==> src/rtl/fetch_sequencer.sv <==
// Instruction fetch sequencer: single outstanding memory request, holds one
// fetched instruction for the consumer, supports redirects at any point.
module fetch_sequencer #(
  parameter logic [29:0] RESET_PC = 30'h0000000
) (
  input  logic        i_clk,
  input  logic        i_rst,
  input  logic        i_stall,
  input  logic        i_redirect,
  input  logic [29:0] i_redirect_pc,
  input  logic        i_imem_ack,
  input  logic [31:0] i_imem_data,
  output logic        o_imem_req,
  output logic [29:0] o_imem_addr,
  output logic [31:0] o_instr,
  output logic [29:0] o_instr_pc,
  output logic        o_instr_valid,
  output logic [29:0] o_pc_plus1
);

  typedef enum logic [1:0] {IDLE, WAIT, HOLD} state_t;

  state_t      state, state_n;
  logic [29:0] pc, pc_n, addr_n, ipc_n, tgt;
  logic [31:0] instr_n;
  logic        discard, discard_n, req_n, vld_n;
  logic        boot;

  assign o_pc_plus1 = o_instr_pc + 30'd1;
  assign tgt        = i_redirect ? i_redirect_pc : pc;

  always_ff @(posedge i_clk or posedge i_rst) begin
    if (i_rst) begin
      state         <= IDLE;
      pc            <= RESET_PC;
      discard       <= 1'b0;
      boot          <= 1'b1;
      o_imem_req    <= 1'b0;
      o_imem_addr   <= '0;
      o_instr       <= '0;
      o_instr_pc    <= '0;
      o_instr_valid <= 1'b0;
    end else begin
      state         <= state_n;
      pc            <= pc_n;
      discard       <= discard_n;
      boot          <= 1'b0;
      o_imem_req    <= req_n;
      o_imem_addr   <= addr_n;
      o_instr       <= instr_n;
      o_instr_pc    <= ipc_n;
      o_instr_valid <= vld_n;
    end
  end

  always_comb begin
    state_n   = state;
    pc_n      = pc;
    discard_n = discard;
    req_n     = o_imem_req;
    addr_n    = o_imem_addr;
    instr_n   = o_instr;
    ipc_n     = o_instr_pc;
    vld_n     = o_instr_valid;
    case (state)
      IDLE: begin
        // boot keeps IDLE for one full cycle after reset release
        if (!boot) begin
          req_n   = 1'b1;
          addr_n  = tgt;
          pc_n    = tgt;
          state_n = WAIT;
        end
      end
      WAIT: begin
        if (i_imem_ack) begin
          if (discard || i_redirect) begin
            discard_n = 1'b0;
            req_n     = 1'b1;
            addr_n    = tgt;
            pc_n      = tgt;
          end else begin
            instr_n = i_imem_data;
            ipc_n   = o_imem_addr;
            vld_n   = 1'b1;
            req_n   = 1'b0;
            pc_n    = o_imem_addr + 30'd1;
            state_n = HOLD;
          end
        end else if (i_redirect) begin
          // request already in flight: remember target, drop its data later
          pc_n      = i_redirect_pc;
          discard_n = 1'b1;
        end
      end
      HOLD: begin
        if (i_redirect) begin
          vld_n   = 1'b0;
          pc_n    = i_redirect_pc;
          req_n   = 1'b1;
          addr_n  = i_redirect_pc;
          state_n = WAIT;
        end else if (!i_stall) begin
          vld_n   = 1'b0;
          req_n   = 1'b1;
          addr_n  = pc;
          state_n = WAIT;
        end
      end
      default: state_n = IDLE;
    endcase
  end

endmodule
==> config.mk <==
export PLATFORM = sky130hd
export DESIGN_NAME = fetch_sequencer
export DESIGN_NICKNAME = d
export VERILOG_FILES = /design/src/rtl/fetch_sequencer.sv
export SDC_FILE = /design/constraint.sdc
export NUM_CORES = 1
export LEC_CHECK = 0
export CORE_MARGIN = 10
export CORE_UTILIZATION = 43
export DETAILED_ROUTE_END_ITERATION = 8
export PLACE_DENSITY = 0.76
export SYNTH_ARGS = -nofsm -noshare
export SYNTH_HDL_FRONTEND = slang
export SYNTH_SLANG_ARGS = --single-unit
==> constraint.sdc <==
create_clock -name i_clk -period 4.1 [get_ports i_clk]
set_clock_uncertainty 0.2 [all_clocks]
set_input_delay 0.41 -clock i_clk [delete_from_list [all_inputs] [get_ports i_clk]]
set_output_delay 0.41 -clock i_clk [all_outputs]
set_load 0.01 [all_outputs]
==> flow_metrics.tcl, run 1 <==
set metrics [dict create \
    status "complete, no violations" \
    drtPass1Iterations 5 \
    grt_pass1_vias 5727 \
    fin_tns_setup_ns 0 \
    ant_nets 0 \
    post-route-cell-area_um2 9170 \
    cts_sinks 128 \
    synth-main-ff-cell "dfrtp_1" \
    synth_area_leaders "dfrtp_1, nand2_1, xnor2_1, mux2i_1, a21oi_1" \
    nets 946 \
    n_antenna_cell 0 \
    ioPinCount 191 \
    clock_path_buffers 2 \
    start_util_pct 44.1 \
    hold_violations 0 \
    synth_simple_gate_area_share_pct 24.0 \
    synth-seq-cells 128 \
    post_cts_buffers 0 \
    io_buffers 190 \
    synth-xor-area-share_pct 7.48 \
    synthCells 704 \
    powerDensity_nw_per_um2 831 \
    place.gp.congestion 0.811 \
    path_clk_slew_ns 0.06 \
    place_area_um2 8480 \
    core_um2 14600 \
    synth_mux_area_share_pct 4.84 \
    cts_hold_buf 0 \
    syn_avg_cell_area_um2 9.14 \
    dieWidth_um 142 \
    synth-compound-area-share_pct 10.0 \
    cp.required_ns 3.49 \
    cts_tree "built" \
    ys_warn_count 0 \
    avgViaCountPerCell 5.32 \
    dieArea_um2 20300 \
    htreeDepth 4 \
    synth_edf_count 0 \
    crit_type "flop to primary output" \
    dp_slack_ns 1.11 \
    numCtsBuffers 17 \
    syn-num-nets 773 \
    drv_cap 0 \
    cp.arrival_ns 2.83 \
    ys_seq_area_share_pct 49.8 \
    tightest_slew_ns 1.00 \
    synth.most_common_cell "nand2_1" \
    rsz0062_at_grt "false" \
    hold_path_class "input port to async pin" \
    crit_path_max_fanout 7 \
    insertion_delay_ns 0.42 \
    vias 5709 \
    drive_above_1_share_pct 7.19 \
    wl_per_cell_um 18.8 \
    drt-total-wl_um 20200 \
    grt_use_total_pct 19.8 \
    syn_area_um2 6440 \
    synth_top_area_cell "dfrtp_1" \
    detail_route.iter0.violations 385 \
    total_leakage_power_nw 3.99 \
    slew_viol_final 0 \
    worst_slack_ns 0.655 \
    max-vdd-ir-drop_v 0.000379 \
    drcViolationCount 0 \
    synth_common_cells "nand2_1, dfrtp_1, a21oi_1" \
    synth_top_area_share_pct 49.4 \
    finalCritPeriodShare_pct 84.0 \
    antenna_found_initial 0 \
    yosysUniqueCellTypes 51 \
    reg2reg_depth 6 \
    async_flop_share_pct 100 \
    r2r-end "o_imem_addr[12]" \
    critPathCaptureType "primary output" \
    die_h_um 142 \
    critPathLaunchType "flop" \
    overflow 0 \
    dp_hpwl_um 14600 \
    cts-resized-gates 0 \
    rows 44 \
    grt_pass1_wl_um 32000 \
    power_w 0.00762 \
    r2r_slack_ns 1.64 \
    area_growth_pct 42.5 \
    r2r-start "state[1]" \
    max_slew_margin_pct 32.9 \
    fmax_ghz 0.290 \
    root_buffer "clkbuf_16" \
    grt_start_max_net_pins 58 \
    synth_top_family_by_area "simple AND/OR/NAND/NOR gates" \
    setup_viol 0 \
    yosys.area_share.adder_pct 0.389 \
    fin_crit_ns 3.44 \
]
[per-stage QoR]
| step | utilization [%] | std cells | hold WS, ns |
|---|---|---|---|
| finish | 62.8 | 1074 | 0.265 |
| global route | 62.8 | 1074 | 0.291 |
| CTS | 62.8 | 1074 | 0.275 |
| detailed placement | 58.1 | 1042 | 0.261 |
| global placement | 58.1 | 1042 | 0.257 |
| floorplan | - | 704 | 0.260 |
[kinds of logic after synthesis]
group,Yosys count
compound gates,107
xor+xnor,55
fa+ha+maj,2
buf+inv,55
flops,128
mux,31
other cells,1
simple gates,325
[metal layers]
| layer | wire, µm | vias up | global-route usage (%) |
|---|---|---|---|
| met4 | 442 | 0 | 7.56 |
| met1 | 8910 | 2749 | 26.3 |
| met5 | 0 | - | 0 |
| met3 | 1460 | 30 | 5.81 |
| li1 | - | 2737 | - |
| met2 | 9410 | 193 | 29.9 |
[layout by cell type (no fill, tap or decap), types with 3 or more instances in the layout]
cell               n
bufinv_16          7
nand3_1           22
inv_1             11
nand2_2            3
o21ai_0           17
mux2i_1           30
xnor2_1           39
nor4_1             3
nor3_1             6
a21oi_1           46
dfrtp_1          127
buf_4              5
nand2_1          199
and3_1             5
a32oi_1           15
o22ai_1            9
and4_1             9
nand2b_1           3
nor2_1            45
clkdlybuf4s50_1  189
clkbuf_16         17
nor4_4             4
o21ai_1            9
nand4_2            3
xor2_1            16
nand4_1            8
[power breakdown]
group	internal (W)	switching [W]	leakage, nW
clock network	0.00120	0.000576	0.330
registers	0.00187	0.000745	1.52
logic	0.00166	0.00157	2.14
[sequential cells by signal (all words and copies together), names as in the netlist]
name	flops
o_imem_addr	30
pc	30
discard	1
o_instr_pc	30
o_instr	32
o_instr_valid	1
o_imem_req	1
boot	1
state	2
[layout make-up]
class / count / area [µm²]
clock buffer: 18 / 429
clock inverter: 14 / 262
fill: 1243 / 5420
inverter: 12 / 47.5
multi-input combinational: 521 / 3020
sequential: 128 / 3200
tap: 184 / 230
timing repair buffer: 197 / 1970
[critical path, stage by stage, from the launching register on]
cell,delay [ns]
dfrtp_1,0.46
nand4_2,0.24
nor4_4,0.50
and4_1,0.34
nand3_1,0.12
xnor2_1,0.18
clkdlybuf4s50_1,0.58
[worst max path at each step]
stage,startpoint,end,depth (start not counted)
5_1_grt,o_instr_pc[7],o_pc_plus1[25],6
3_5_place_dp,o_instr_pc[7],o_pc_plus1[29],6
6_report,o_instr_pc[7],o_pc_plus1[25],6
4_1_cts,o_instr_pc[7],o_pc_plus1[25],6
2_1_floorplan,i_rst,discard,1
3_3_place_gp,o_instr_pc[7],o_pc_plus1[29],6
Power figures use the tool's default switching activity.
==> run 2: changes to the inputs <==
--- a/config.mk
+++ b/config.mk
@@ -6,9 +6,9 @@
 export NUM_CORES = 1
 export LEC_CHECK = 0
 export CORE_MARGIN = 10
-export CORE_UTILIZATION = 43
+export CORE_UTILIZATION = 48
 export DETAILED_ROUTE_END_ITERATION = 8
-export PLACE_DENSITY = 0.76
+export PLACE_DENSITY = 0.8
 export SYNTH_ARGS = -nofsm -noshare
 export SYNTH_HDL_FRONTEND = slang
 export SYNTH_SLANG_ARGS = --single-unit
==> constraint.sdc (replaced) <==
create_clock -name i_clk -period 3.5 [get_ports i_clk]
set_clock_uncertainty 0.2 [all_clocks]
set_input_delay 0.35 -clock i_clk [delete_from_list [all_inputs] [get_ports i_clk]]
set_output_delay 0.35 -clock i_clk [all_outputs]
set_load 0.01 [all_outputs]
==> run 2 against run 1 <==
Compared with the run above:
- worst hold slack got worse by 0.17 ns
- first-iteration DRC count increased by 24%
- routed wire length decreased by 2.7%
- critical path depth increased by 1
- sequential power increased by 16%
- sequential share of layout area increased by 0.42 points
- die area decreased by 9.0%
- sequential cell count unchanged
- cell area decreased by 1.2%
- largest cell class unchanged
==> flow_metrics.tcl, run 2 (synthesis results as in run 1) <==
set metrics [dict create \
    grt_pass1_vias 5467 \
    seq_area_um2 3200 \
    crit_path_max_fanout 6 \
    insertion_delay_ns 0.42 \
    path_clk_slew_ns 0.05 \
    fin_crit_ns 3.36 \
    cp.required_ns 2.95 \
    hold_path_class "input port to flop" \
    cp.arrival_ns 2.81 \
    total_leakage_power_nw 3.96 \
    dieWidth_um 136 \
    grt_use_total_pct 20.8 \
    hold_violations 0 \
    status "complete, no violations" \
    cts-resized-gates 0 \
    top_register "o_instr" \
    io_buffers 190 \
    n_antenna_cell 0 \
    antenna_found_initial 0 \
    fmax_ghz 0.297 \
    max-vdd-ir-drop_v 0.000496 \
    fin_tns_setup_ns 0 \
    tightest_slew_ns 0.749 \
    crit_chain "nand4_2 -> nor4_4 -> buf_4 -> and4_1 -> nand4_1 -> xnor2_1 -> clkdlybuf4s50_1" \
    grt_start_max_net_pins 129 \
    detail_route.iter0.violations 478 \
    root_buffer "clkbuf_16" \
    cpMaxStageDelayCell "clkdlybuf4s50_1" \
    critPathCaptureType "primary output" \
    layout_commonest_cell "nand2_1" \
    r2r-start "o_imem_addr[0]" \
    rsz0062_at_grt "false" \
    setup_viol 0 \
    cts_tree "built" \
    htreeDepth 4 \
    cts_hold_buf 0 \
    dp_hpwl_um 14100 \
    hp-start "i_redirect" \
    slew_viol_final 0 \
    hold_ws_ns 0.0979 \
    ant_nets 0 \
    drtPass1Iterations 5 \
    overflow 0 \
    crit_type "flop to primary output" \
    post_cts_buffers 0 \
    vias 5724 \
    start_util_pct 48.8 \
    drv_cap 0 \
    drcViolationCount 0 \
    critPathLaunchType "flop" \
    instances_no_fill 1067 \
    core_um2 13200 \
    fill_cells 1022 \
    dp_cells 1037 \
    multiInputGateArea_um2 3020 \
    largest_reg_flops 32 \
    startpoint "o_instr_pc[8]" \
    drive_above_1_share_pct 6.96 \
    cts_sinks 128 \
    wl_per_cell_um 18.4 \
    avgViaCountPerCell 5.36 \
    area_growth_pct 40.8 \
    place.gp.congestion 0.800 \
    max_stage_delay_ns 0.57 \
    ioPinCount 191 \
    grt_pass1_wl_um 30200 \
    finalCritPeriodShare_pct 96.1 \
    drt-total-wl_um 19700 \
    final_cell_mix "nand2_1, clkdlybuf4s50_1, dfrtp_1" \
    rows 42 \
    clock_path_buffers 2 \
    powerDensity_nw_per_um2 939 \
    die_h_um 136 \
    fin_util_pct 68.7 \
    dieArea_um2 18400 \
    max_slew_margin_pct 50.1 \
    nets 949 \
    numCtsBuffers 17 \
]
-- run 2: final cells by class --
cell class	count	share of cell area (%)
well taps	176	2.43
clock buffers	24	5.43
clock inverters	6	0.635
inverters	12	0.539
flip-flops and latches	128	35.4
repair buffers	200	22.3
multi-input cells	521	33.3
-- run 2: where the power goes --
part / total (W) / leakage (nW) / internal [W] / switching (W)
clock network: 0.00165 / 0.272 / 0.00104 / 0.000613
registers: 0.00304 / 1.52 / 0.00219 / 0.000858
logic: 0.00381 / 2.16 / 0.00197 / 0.00184
total: 0.00851 / 3.96 / 0.00520 / 0.00331
-- run 2: path summary, 6_finish.rpt --
path | to | slack [ns] | cells past startpoint
min in group asynchronous | o_imem_req | 0.21 | 3
worst max-delay path | o_pc_plus1[26] | 0.14 | 7
worst min register to register | o_instr[31] | 0.27 | 2
worst min-delay path | state[1] | 0.1 | 3
worst max register to register | pc[26] | 1.10 | 6
max in group asynchronous | o_instr_pc[10] | 2.27 | 3
-- run 2: layer usage --
layer	global-route usage (%)	share of wire (%)	up-vias
met4	8.85	2.5	0
met2	32.0	48	210
met1	27.5	42	2731
met5	0	0	-
met3	4.53	7.5	34
li1	-	-	2749
-- run 2: worst max-delay path, delay by kind of cell, from the launching register on --
kind          cells  cell delay (ns)
flops             1             0.45
simple gates      4             1.00
buf+inv           2             0.75
xor+xnor          1             0.19
-- run 2: per-stage QoR --
step	area, µm²	power (W)	worst slack, ns
detailed placement	8510	0.00687	0.606
finish	9060	0.00851	0.137
global route	9060	0.00902	0.0519
CTS	9060	0.00855	0.141
global placement	8510	0.00677	0.693
floorplan	6440	0.00477	1.18
